`src/rtl/ext_mem_arbiter.sv`:
```
// Round-robin arbiter sharing one external memory port between two masters.
// Optional bus-hang timeout is built when ARB_TIMEOUT_EN is defined.
module ext_mem_arbiter #(
    parameter int unsigned ADDR_W         = 32,
    parameter int unsigned DATA_W         = 32,
    parameter int unsigned TIMEOUT_CYCLES = 255
) (
    input  logic                clk_i,
    input  logic                rst_ni,
    input  logic                m0_req_i,
    input  logic                m0_we_i,
    input  logic [DATA_W/8-1:0] m0_be_i,
    input  logic [ADDR_W-1:0]   m0_addr_i,
    input  logic [DATA_W-1:0]   m0_wd_i,
    output logic [DATA_W-1:0]   m0_rd_o,
    output logic                m0_ready_o,
    output logic                m0_err_o,
    input  logic                m1_req_i,
    input  logic                m1_we_i,
    input  logic [DATA_W/8-1:0] m1_be_i,
    input  logic [ADDR_W-1:0]   m1_addr_i,
    input  logic [DATA_W-1:0]   m1_wd_i,
    output logic [DATA_W-1:0]   m1_rd_o,
    output logic                m1_ready_o,
    output logic                m1_err_o,
    output logic                mem_req_o,
    output logic                mem_we_o,
    output logic [DATA_W/8-1:0] mem_be_o,
    output logic [ADDR_W-1:0]   mem_addr_o,
    output logic [DATA_W-1:0]   mem_wd_o,
    input  logic [DATA_W-1:0]   mem_rd_i,
    input  logic                mem_ready_i
);
    localparam int unsigned BE_W = DATA_W / 8;

    typedef enum logic [1:0] {
        IDLE  = 2'd0,
        BUSY0 = 2'd1,
        BUSY1 = 2'd2
    } state_e;

    state_e state_q;
    logic   last_grant_q;
    logic   busy0_c;
    logic   busy1_c;
    logic   busy_c;
    logic   timeout_c;
    logic   done_c;

    assign busy0_c = (state_q == BUSY0);
    assign busy1_c = (state_q == BUSY1);
    assign busy_c  = busy0_c || busy1_c;

`ifdef ARB_TIMEOUT_EN
    localparam int unsigned CNT_RAW = $clog2(TIMEOUT_CYCLES + 1);
    localparam int unsigned CNT_W   = (CNT_RAW < 8) ? 8 : CNT_RAW;

    logic [CNT_W-1:0] cnt_q;

    // Counts stalled BUSY cycles; held at zero while idle so every grant starts fresh.
    always_ff @(posedge clk_i or negedge rst_ni) begin
        if (!rst_ni) begin
            cnt_q <= '0;
        end else if (!busy_c) begin
            cnt_q <= '0;
        end else if (!mem_ready_i) begin
            cnt_q <= cnt_q + CNT_W'(1);
        end
    end

    assign timeout_c = busy_c && !mem_ready_i && (cnt_q == CNT_W'(TIMEOUT_CYCLES));
`else
    // The timeout length only matters when the feature is built in.
    assign timeout_c = 1'b0 && (TIMEOUT_CYCLES != 0);
`endif

    assign done_c = busy_c && (mem_ready_i || timeout_c);

    // Arbitration FSM; on a tie the master that was not granted last wins.
    always_ff @(posedge clk_i or negedge rst_ni) begin
        if (!rst_ni) begin
            state_q      <= IDLE;
            last_grant_q <= 1'b1;
        end else begin
            case (state_q)
                IDLE: begin
                    if (m0_req_i && (!m1_req_i || last_grant_q)) begin
                        state_q      <= BUSY0;
                        last_grant_q <= 1'b0;
                    end else if (m1_req_i) begin
                        state_q      <= BUSY1;
                        last_grant_q <= 1'b1;
                    end
                end
                BUSY0, BUSY1: begin
                    if (done_c) begin
                        state_q <= IDLE;
                    end
                end
                default: state_q <= IDLE;
            endcase
        end
    end

    // Memory side follows the granted master's held inputs directly.
    always_comb begin
        mem_req_o  = busy_c;
        mem_we_o   = 1'b0;
        mem_be_o   = BE_W'(0);
        mem_addr_o = ADDR_W'(0);
        mem_wd_o   = DATA_W'(0);
        if (busy0_c) begin
            mem_we_o   = m0_we_i;
            mem_be_o   = m0_be_i;
            mem_addr_o = m0_addr_i;
            mem_wd_o   = m0_wd_i;
        end else if (busy1_c) begin
            mem_we_o   = m1_we_i;
            mem_be_o   = m1_be_i;
            mem_addr_o = m1_addr_i;
            mem_wd_o   = m1_wd_i;
        end
    end

    assign m0_ready_o = busy0_c && done_c;
    assign m1_ready_o = busy1_c && done_c;
    assign m0_err_o   = busy0_c && timeout_c;
    assign m1_err_o   = busy1_c && timeout_c;
    assign m0_rd_o    = (busy0_c && mem_ready_i) ? mem_rd_i : DATA_W'(0);
    assign m1_rd_o    = (busy1_c && mem_ready_i) ? mem_rd_i : DATA_W'(0);

endmodule

```
`config.mk`:
```
export PLATFORM = sky130hd
export DESIGN_NAME = ext_mem_arbiter
export DESIGN_NICKNAME = d
export VERILOG_FILES = /design/src/rtl/ext_mem_arbiter.sv
export SDC_FILE = /design/constraint.sdc
export NUM_CORES = 1
export LEC_CHECK = 0
export CORE_AREA = 2 2 123 125
export DETAILED_ROUTE_END_ITERATION = 10
export DIE_AREA = 0 0 125 127
export GPL_ROUTABILITY_DRIVEN = 0
export SYNTH_ARGS = -nofsm -noshare
export SYNTH_HDL_FRONTEND = slang
export SYNTH_SLANG_ARGS = --single-unit
```
`constraint.sdc`:
```
create_clock -name clk_i -period 5.6 [get_ports clk_i]
set_clock_uncertainty 0.2 [all_clocks]
set_input_delay 1.12 -clock clk_i [delete_from_list [all_inputs] [get_ports clk_i]]
set_output_delay 1.12 -clock clk_i [all_outputs]
set_load 0.01 [all_outputs]
```
==> results.sh <==
export IMPL_crit_cells=7
export IMPL_grt_ovfl_total=0
export IMPL_antenna_left=0
export IMPL_io_pins=313
export IMPL_ys_ff_latch=3
export IMPL_worstSetupEndpoint="mem_wd_o[26]"
export IMPL_regArea_sq_um=76.3
export IMPL_first_global_vias=2804
export IMPL_cp_cell_sequence="inv_1 -> ha_1 -> buf_4 -> nor2b_4 -> buf_4 -> a22o_1 -> clkdlybuf4s50_1"
export IMPL_cts_path_max_buffers=2
export IMPL_dp_hpwl_microns=8480
export IMPL_cp_end_kind="output port"
export IMPL_cts_resized=0
export IMPL_core_area_sq_um=14400
export IMPL_synthCells=191
export IMPL_crit_fanout=66
export IMPL_cp_arrival_ps=2850
export IMPL_port_buffers=310
export IMPL_rows=44
export IMPL_path_class="reg -> out"
export IMPL_startpoint_type="flip-flop"
export IMPL_cap_violations=0
export IMPL_netlist_area_leader_share=0.423
export IMPL_power_density_nw_per_um2=292
export IMPL_grt_max_degree=104
export IMPL_avgViaCountPerCell=4.13
export IMPL_whs_ps=329
export IMPL_finalSetupViolCount=0
export IMPL_fmax_mhz=240
export IMPL_required_ps=4280
export IMPL_synth_area_leaders="a22o_1, and3_1, buf_2"
export IMPL_grt_pass1_wl_microns=15300
export IMPL_cpPeakStageDelay_ps=560
export IMPL_multi_input_area_sq_um=1160
export IMPL_hold_path_class="reg -> reg"
export IMPL_status="completed"
export IMPL_rsz0062_at_grt="no"
export IMPL_n_fill_cell=1455
export IMPL_drt_wl_total_microns=10400
export IMPL_rr_worst_depth=5
export IMPL_postPlaceCellArea_sq_um=4610
export IMPL_num_vias=2742
export IMPL_worst_pin_slew_ps=954
export IMPL_synth_common_cells="a22o_1, and3_1, clkbuf_1"
export IMPL_critPathTopFamily="buffers and inverters"
export IMPL_synth_edf_count=0
export IMPL_wl_per_cell_microns=15.7
export IMPL_cts_num_sinks=3
export IMPL_ys_warn_count=0
export IMPL_crit_start="state_q[0]"
export IMPL_slew_viol_final=0
export IMPL_reg2reg_to="state_q[0]"
export IMPL_finalCritPeriodShare=0.745
export IMPL_htreeDepth=1
export IMPL_cts_hold_fix_buffers=0
export IMPL_start_util=0.0977
export IMPL_max_slew_margin=0.364
export IMPL_yosysSeqAreaShare=0.0542
export IMPL_worst_path_buf_inv=4
export IMPL_fin_crit_ps=4170
export IMPL_area_growth_pct=233
export IMPL_finalSetupTns_ps=0
export IMPL_regToRegStartpoint="state_q[0]"
export IMPL_die_h_microns=127
export IMPL_cts_buffers=3
export IMPL_irDropWorstVdd_mv=0.183
export IMPL_antenna_found_initial=2
export IMPL_synth_top_area_cell="a22o_1"
export IMPL_reg2reg_slack_ps=4040
export IMPL_cts_tree="done"
export IMPL_clk_latency_ps=230
export IMPL_crit_top_cell="buf_4"
export IMPL_final_cell_area_sq_um=4690
export IMPL_cpMaxStageDelayCell="buf_4"
export IMPL_ys_flop_type="dfrtp_1"
export IMPL_grt_use_total=0.118
export IMPL_synth_cell_types=24
export IMPL_synthArstFlopShare=1.00
export IMPL_drt_pass1_iter_count=4
export IMPL_drive_gt1_frac=0.0209
export IMPL_chipWidth_microns=125
export IMPL_clkTransAtPathRegs_ps=30
export IMPL_synth_most_common_cell="a22o_1"
export IMPL_p_leak_uw=0.00195
export IMPL_drcViolationCount=0
export IMPL_hold_violations=0
export IMPL_postCtsSetupBuffers=0
export IMPL_die_area_sq_um=15900
export IMPL_syn_area_sq_um=1410
export IMPL_initialDrtViolationCount=122
export IMPL_syn_mean_instance_area_sq_um=7.38
export IMPL_cts_root_buf="clkbuf_16"
export IMPL_nNetsFinal=658
worst register-to-register path: stages, from the launching register on:
cell and delay (ps):
dfrtp_1 410, inv_1 90, ha_1 340, nand2b_1 100, and3_1 180, nor3_1 160
cells in the final DEF, fill, tap and decap left out, drive strengths merged:
cell type      instances
a21oi                  2
a22o                  68
a31oi                  1
and2                   1
and3                  66
buf                    4
clkbuf                 4
clkdlybuf4s50        310
conb                   2
dfrtp                  2
dfstp                  1
diode                  1
ha                     3
inv                    2
nand2                  4
nand2b                 1
nand4                  1
nor2                   1
nor2b                  3
nor3                   1
o21ai                  2
final cells by class:
| type | count | area share |
|---|---|---|
| Multi-Input combinational cell | 156 | 0.248 |
| Inverter | 2 | 0.00160 |
| Timing Repair Buffer | 314 | 0.668 |
| Clock buffer | 4 | 0.0168 |
| Antenna cell | 1 | 0.000534 |
| Sequential cell | 3 | 0.0163 |
| Tap cell | 184 | 0.0491 |
flip-flops by register name (all words and copies together) (netlist names):
name and cells:
state_q 2, last_grant_q 1
worst min path at each step:
stage | to | from | cells past startpoint
2_1_floorplan | state_q[1] | state_q[1] | 2
3_3_place_gp | last_grant_q | last_grant_q | 2
3_5_place_dp | state_q[1] | state_q[1] | 2
4_1_cts | state_q[1] | state_q[1] | 2
5_1_grt | last_grant_q | last_grant_q | 1
6_report | state_q[1] | state_q[1] | 2
layer usage:
| metal | vias to the layer above | track usage | wire length [microns] |
|---|---|---|---|
| met3 | 8 | 0.0318 | 953 |
| met2 | 162 | 0.218 | 5220 |
| met1 | 1238 | 0.140 | 4130 |
| met4 | 2 | 0.0203 | 81 |
| met5 | - | 0 | 13 |
| li1 | 1332 | - | - |
through the flow:
| step | cells | power, uW | util | setup slack [ps] |
|---|---|---|---|---|
| global placement | 659 | 1260 | 0.319 | 1540 |
| detailed placement | 659 | 1270 | 0.319 | 1520 |
| global route | 663 | 1450 | 0.325 | 1240 |
| CTS | 663 | 1390 | 0.325 | 1410 |
| finish | 664 | 1370 | 0.325 | 1430 |
| floorplan | 192 | 609 | - | 2600 |
cell families after synthesis:
kind of cell / Yosys count / share of synthesized area
simple gates: 78 / 0.342
compound gates: 73 / 0.441
buf+inv: 33 / 0.133
fa+ha+maj: 3 / 0.0266
flops: 3 / 0.0542
other cells: 1 / 0.00266
power by group:
group	switching (uW)	leakage (uW)	internal, uW
sequential	8.53	0.0000363	34.1
combinational	513	0.00188	699
clock	21.3	0.0000382	94.1
total	543	0.00195	827
Power figures use the tool's default switching activity.
==> variant 1, RTL diff (same settings) <==
Add a define of `ARB_TIMEOUT_EN`.
--- a/src/rtl/ext_mem_arbiter.sv
+++ b/src/rtl/ext_mem_arbiter.sv
@@ -1,5 +1,7 @@
 // Round-robin arbiter sharing one external memory port between two masters.
 // Optional bus-hang timeout is built when ARB_TIMEOUT_EN is defined.
+`define ARB_TIMEOUT_EN
+
 module ext_mem_arbiter #(
     parameter int unsigned ADDR_W         = 32,
     parameter int unsigned DATA_W         = 32,
Formal check against the unedited RTL: no difference found for any inputs over 10 cycles, from zero or initial values and one cycle with rst_ni low; that may be too few to reach the edited logic, so the function may still have changed.
==> variant 1 against the unedited design <==
  * Sequential cell count up 8
  * Maximum frequency down 4.2%
  * Wire length up 11%
  * Cell area up 15%
  * Worst hold slack better by 0.0098 ns
  * Area after synthesis up 45%
  * Cell count up 25%
  * Combinational power up 7%
  * Register-to-register slack worse by 0.27 ns
  * Worst setup slack worse by 0.18 ns
  * Power up 12%
==> variant 1: results (changes against the unedited design) <==
sw frac=0.433 (was 0.397); VDD IR max=0.120 mV (was 0.183 mV); start of the worst register-to-register path=state_q[1]$_DFFE_PN0P_ (was state_q[0]$_DFFE_PN0P_); biggest regs=cnt_q (8), state_q (2), last_grant_q (1) (was state_q (2), last_grant_q (1)); CP Data Arrival Time=3.03 ns (was 2.85 ns); Ant. Diodes=0 (was 1); sequential fraction of the synthesis area=0.135 (was 0.0542); Routed wire per std cell=13.9 microns (was 15.7 microns); first-iteration detailed-routing DRC count=117 (was 122); met2 global-route usage=0.256 (was 0.218); outcome=complete, no violations (unchanged); Fillers=1463 (was 1455); share of cells above drive strength 1=0.0232 (was 0.0209); grt met1 use=0.153 (was 0.140); Detailed Place HPWL=9.12 mm (was 8.48 mm); Crit-path slowest cell=clkdlybuf4s50_1 (was buf_4); Vias=3542 (was 2742); # nets final=826 (was 658); Distinct cells, synth=29 (was 24); Post-Synth Adder-Cell Area=0.0245 (was 0.0266); vias in the first global route=3555 (was 2804); first-pass GRT wire length=17.8 mm (was 15.3 mm); initial antenna violation count=0 (was 2); slew margin rel.=0.409 (was 0.364); Synth Area in XOR/XNOR=0.0257 (was 0); port bufs=312 (was 310); Compound-Gate Fraction of Synth Area=0.214 (was 0.441); worst hold start=last_grant_q$_DFFE_PN1P_ (was state_q[1]$_DFFE_PN0P_); Crit path largest cell delay=0.48 ns (was 0.56 ns)
-- variant 1: final timing paths --
kind	endpoint	slack, ns	cells after the start
max	m0_ready_o	1.25	7
min	last_grant_q$_DFFE_PN1P_	0.34	2
max reg2reg	state_q[1]$_DFFE_PN0P_	3.77	5
min reg2reg	last_grant_q$_DFFE_PN1P_	0.34	2
max in group asynchronous	last_grant_q$_DFFE_PN1P_	3.83	1
min in group asynchronous	cnt_q[7]$_DFFE_PN0P_	1.02	1
-- variant 1: area by class of cell --
class,instances,area [sq um],share of cell area
Clock inverter,1,5.00,0.000929
Clock buffer,3,75.1,0.0139
Inverter,4,15.0,0.00279
Multi-Input combinational cell,311,1620,0.301
Tap cell,184,230,0.0427
Timing Repair Buffer,316,3170,0.588
Sequential cell,11,277,0.0513
-- variant 1: metal layers --
metal  vias up  part of all wire
met5         -                 0
met4         0            0.0068
met3         7              0.10
met2       201              0.49
met1      1549              0.40
li1       1785                 -
-- variant 1: kinds of logic after synthesis --
group / count (synthesis)
flip-flops: 11
AND/OR/NAND/NOR: 222
adder cells (fa/ha/maj): 4
AO/OA/AOI/OAI: 78
XOR/XNOR: 6
buffers and inverters: 41
multiplexers: 1
-- variant 1: power groups by stage --
stage                     Sequential (mW)  Combinational (mW)  Clock, mW
final                               0.110                1.29      0.134
after CTS                           0.110                1.31      0.137
after global routing                0.112                1.41      0.140
after global placement              0.109                1.29          0
after floorplan                     0.106               0.576          0
after detailed placement            0.110                1.30          0
-- variant 1: worst reg2reg max path: stages (launching register included) --
cell and delay (ns):
dfrtp_1 0.38, inv_1 0.11, ha_1 0.52, o211a_4 0.25, o22ai_2 0.08, a22o_1 0.18
-- variant 1: through the flow --
step / cells / hold slack, ns / worst slack, ns / area, sq um
floorplan: 363 / 0.300 / 2.53 / 2040
global route: 830 / 0.359 / 1.07 / 5390
finish: 830 / 0.338 / 1.25 / 5390
detailed placement: 826 / 0.329 / 1.26 / 5310
CTS: 830 / 0.335 / 1.25 / 5390
global placement: 826 / 0.312 / 1.26 / 5310
==> variant 2, RTL diff (same settings) <==
Made on the original files. The 3 states of `state_e` get a one-hot encoding in 3 bits.
--- a/src/rtl/ext_mem_arbiter.sv
+++ b/src/rtl/ext_mem_arbiter.sv
@@ -33,10 +33,10 @@
 );
     localparam int unsigned BE_W = DATA_W / 8;
 
-    typedef enum logic [1:0] {
-        IDLE  = 2'd0,
-        BUSY0 = 2'd1,
-        BUSY1 = 2'd2
+    typedef enum logic [2:0] {
+        IDLE  = 3'b001,
+        BUSY0 = 3'b010,
+        BUSY1 = 3'b100
     } state_e;
 
     state_e state_q;
Behaviour: no difference found for any inputs over 10 cycles, from zero or initial values and one cycle with rst_ni low; not proved beyond that.
==> variant 2 against the unedited design <==
  * Area after synthesis is 4.5% higher
  * Wire length is 9.7% higher
  * Cell area is 0.13% higher
  * Worst setup slack better by 0.053 ns
  * Sequential cell count is 1 higher
  * Power is 26% lower
  * Via count is 2.6% higher
==> variant 2: results (changes against the unedited design) <==
outcome=complete, no violations (unchanged); Post-Place Cell Area=4620 sq um (was 4610 sq um); vias in the first global route=2926 (was 2804); initial antenna violation count=0 (was 2); met2 global-route usage=0.236 (was 0.218); start of the worst register-to-register path=state_q[0]$_DFFE_PN1P_ (was state_q[0]$_DFFE_PN0P_); first-iteration detailed-routing DRC count=125 (was 122); share of cells above drive strength 1=0.0252 (was 0.0209); Post-Route WL=11.4 mm (was 10.4 mm); worst hold start=last_grant_q$_DFFE_PN1P_ (was state_q[1]$_DFFE_PN0P_); flop-to-flop setup slack=4.19 ns (was 4.04 ns); biggest regs=state_q (3), last_grant_q (1) (was state_q (2), last_grant_q (1)); Detailed Place HPWL=9.17 mm (was 8.48 mm); synthesized instance count=190 (was 191); via density per instance=4.26 (was 4.13); fmax=0.243 GHz (was 0.240 GHz); # nets final=654 (was 658); drt pass-1 iters=6 (was 4); static leakage=1.93 nW (was 1.95 nW); WHS=0.333 ns (was 0.329 ns); Main synth FF type=dfstp_2 (was dfrtp_1); Crit-path slowest cell=clkdlybuf4s50_1 (was buf_4); Slew @ Worst Pin=1.01 ns (was 0.954 ns); Setup WS pre-CTS=1.49 ns (was 1.52 ns); first-pass GRT wire length=16.8 mm (was 15.3 mm); Distinct cells, synth=23 (was 24); VDD IR max=0.0902 mV (was 0.183 mV)
variant 2: cells by family after synthesis:
group	after synthesis	share of synthesized area
AOI/OAI and AO/OA	75	0.436
buffers and inverters	31	0.161
DFF	4	0.0697
other	1	0.00255
and+or+nand+nor	79	0.331
variant 2: routing by layer:
metal	vias up	share of wire
li1	1332	-
met1	1285	0.41
met4	0	0.0062
met3	4	0.094
met2	193	0.49
met5	-	0
variant 2: worst reg2reg max path: stages (launching register included):
cell and delay (ns):
dfstp_2 0.54, nor3b_1 0.32, a21oi_1 0.11, a31oi_1 0.16
variant 2: cell type report:
cell class | count | area (sq um)
Clock buffer | 3 | 75.1
Fill cell | 1485 | 9730
Multi-Input combinational cell | 156 | 1140
Sequential cell | 4 | 103
Tap cell | 184 | 230
Timing Repair Buffer | 314 | 3150
variant 2: final timing paths:
check | to | cells past startpoint
worst max-delay path | m1_rd_o[3] | 4
worst min-delay path | last_grant_q$_DFFE_PN1P_ | 2
worst max register to register | last_grant_q$_DFFE_PN1P_ | 3
worst min register to register | last_grant_q$_DFFE_PN1P_ | 2
max in group asynchronous | last_grant_q$_DFFE_PN1P_ | 1
min in group asynchronous | state_q[1]$_DFFE_PN0P_ | 1
variant 2: power by group through the flow:
| stage | logic (mW) | clock network [mW] | registers, mW |
|---|---|---|---|
| floorplan | 0.390 | 0 | 0.0609 |
| global placement | 0.840 | 0 | 0.0645 |
| detailed placement | 0.845 | 0 | 0.0681 |
| CTS | 0.854 | 0.111 | 0.0678 |
| global route | 0.898 | 0.114 | 0.0716 |
| finish | 0.842 | 0.109 | 0.0682 |
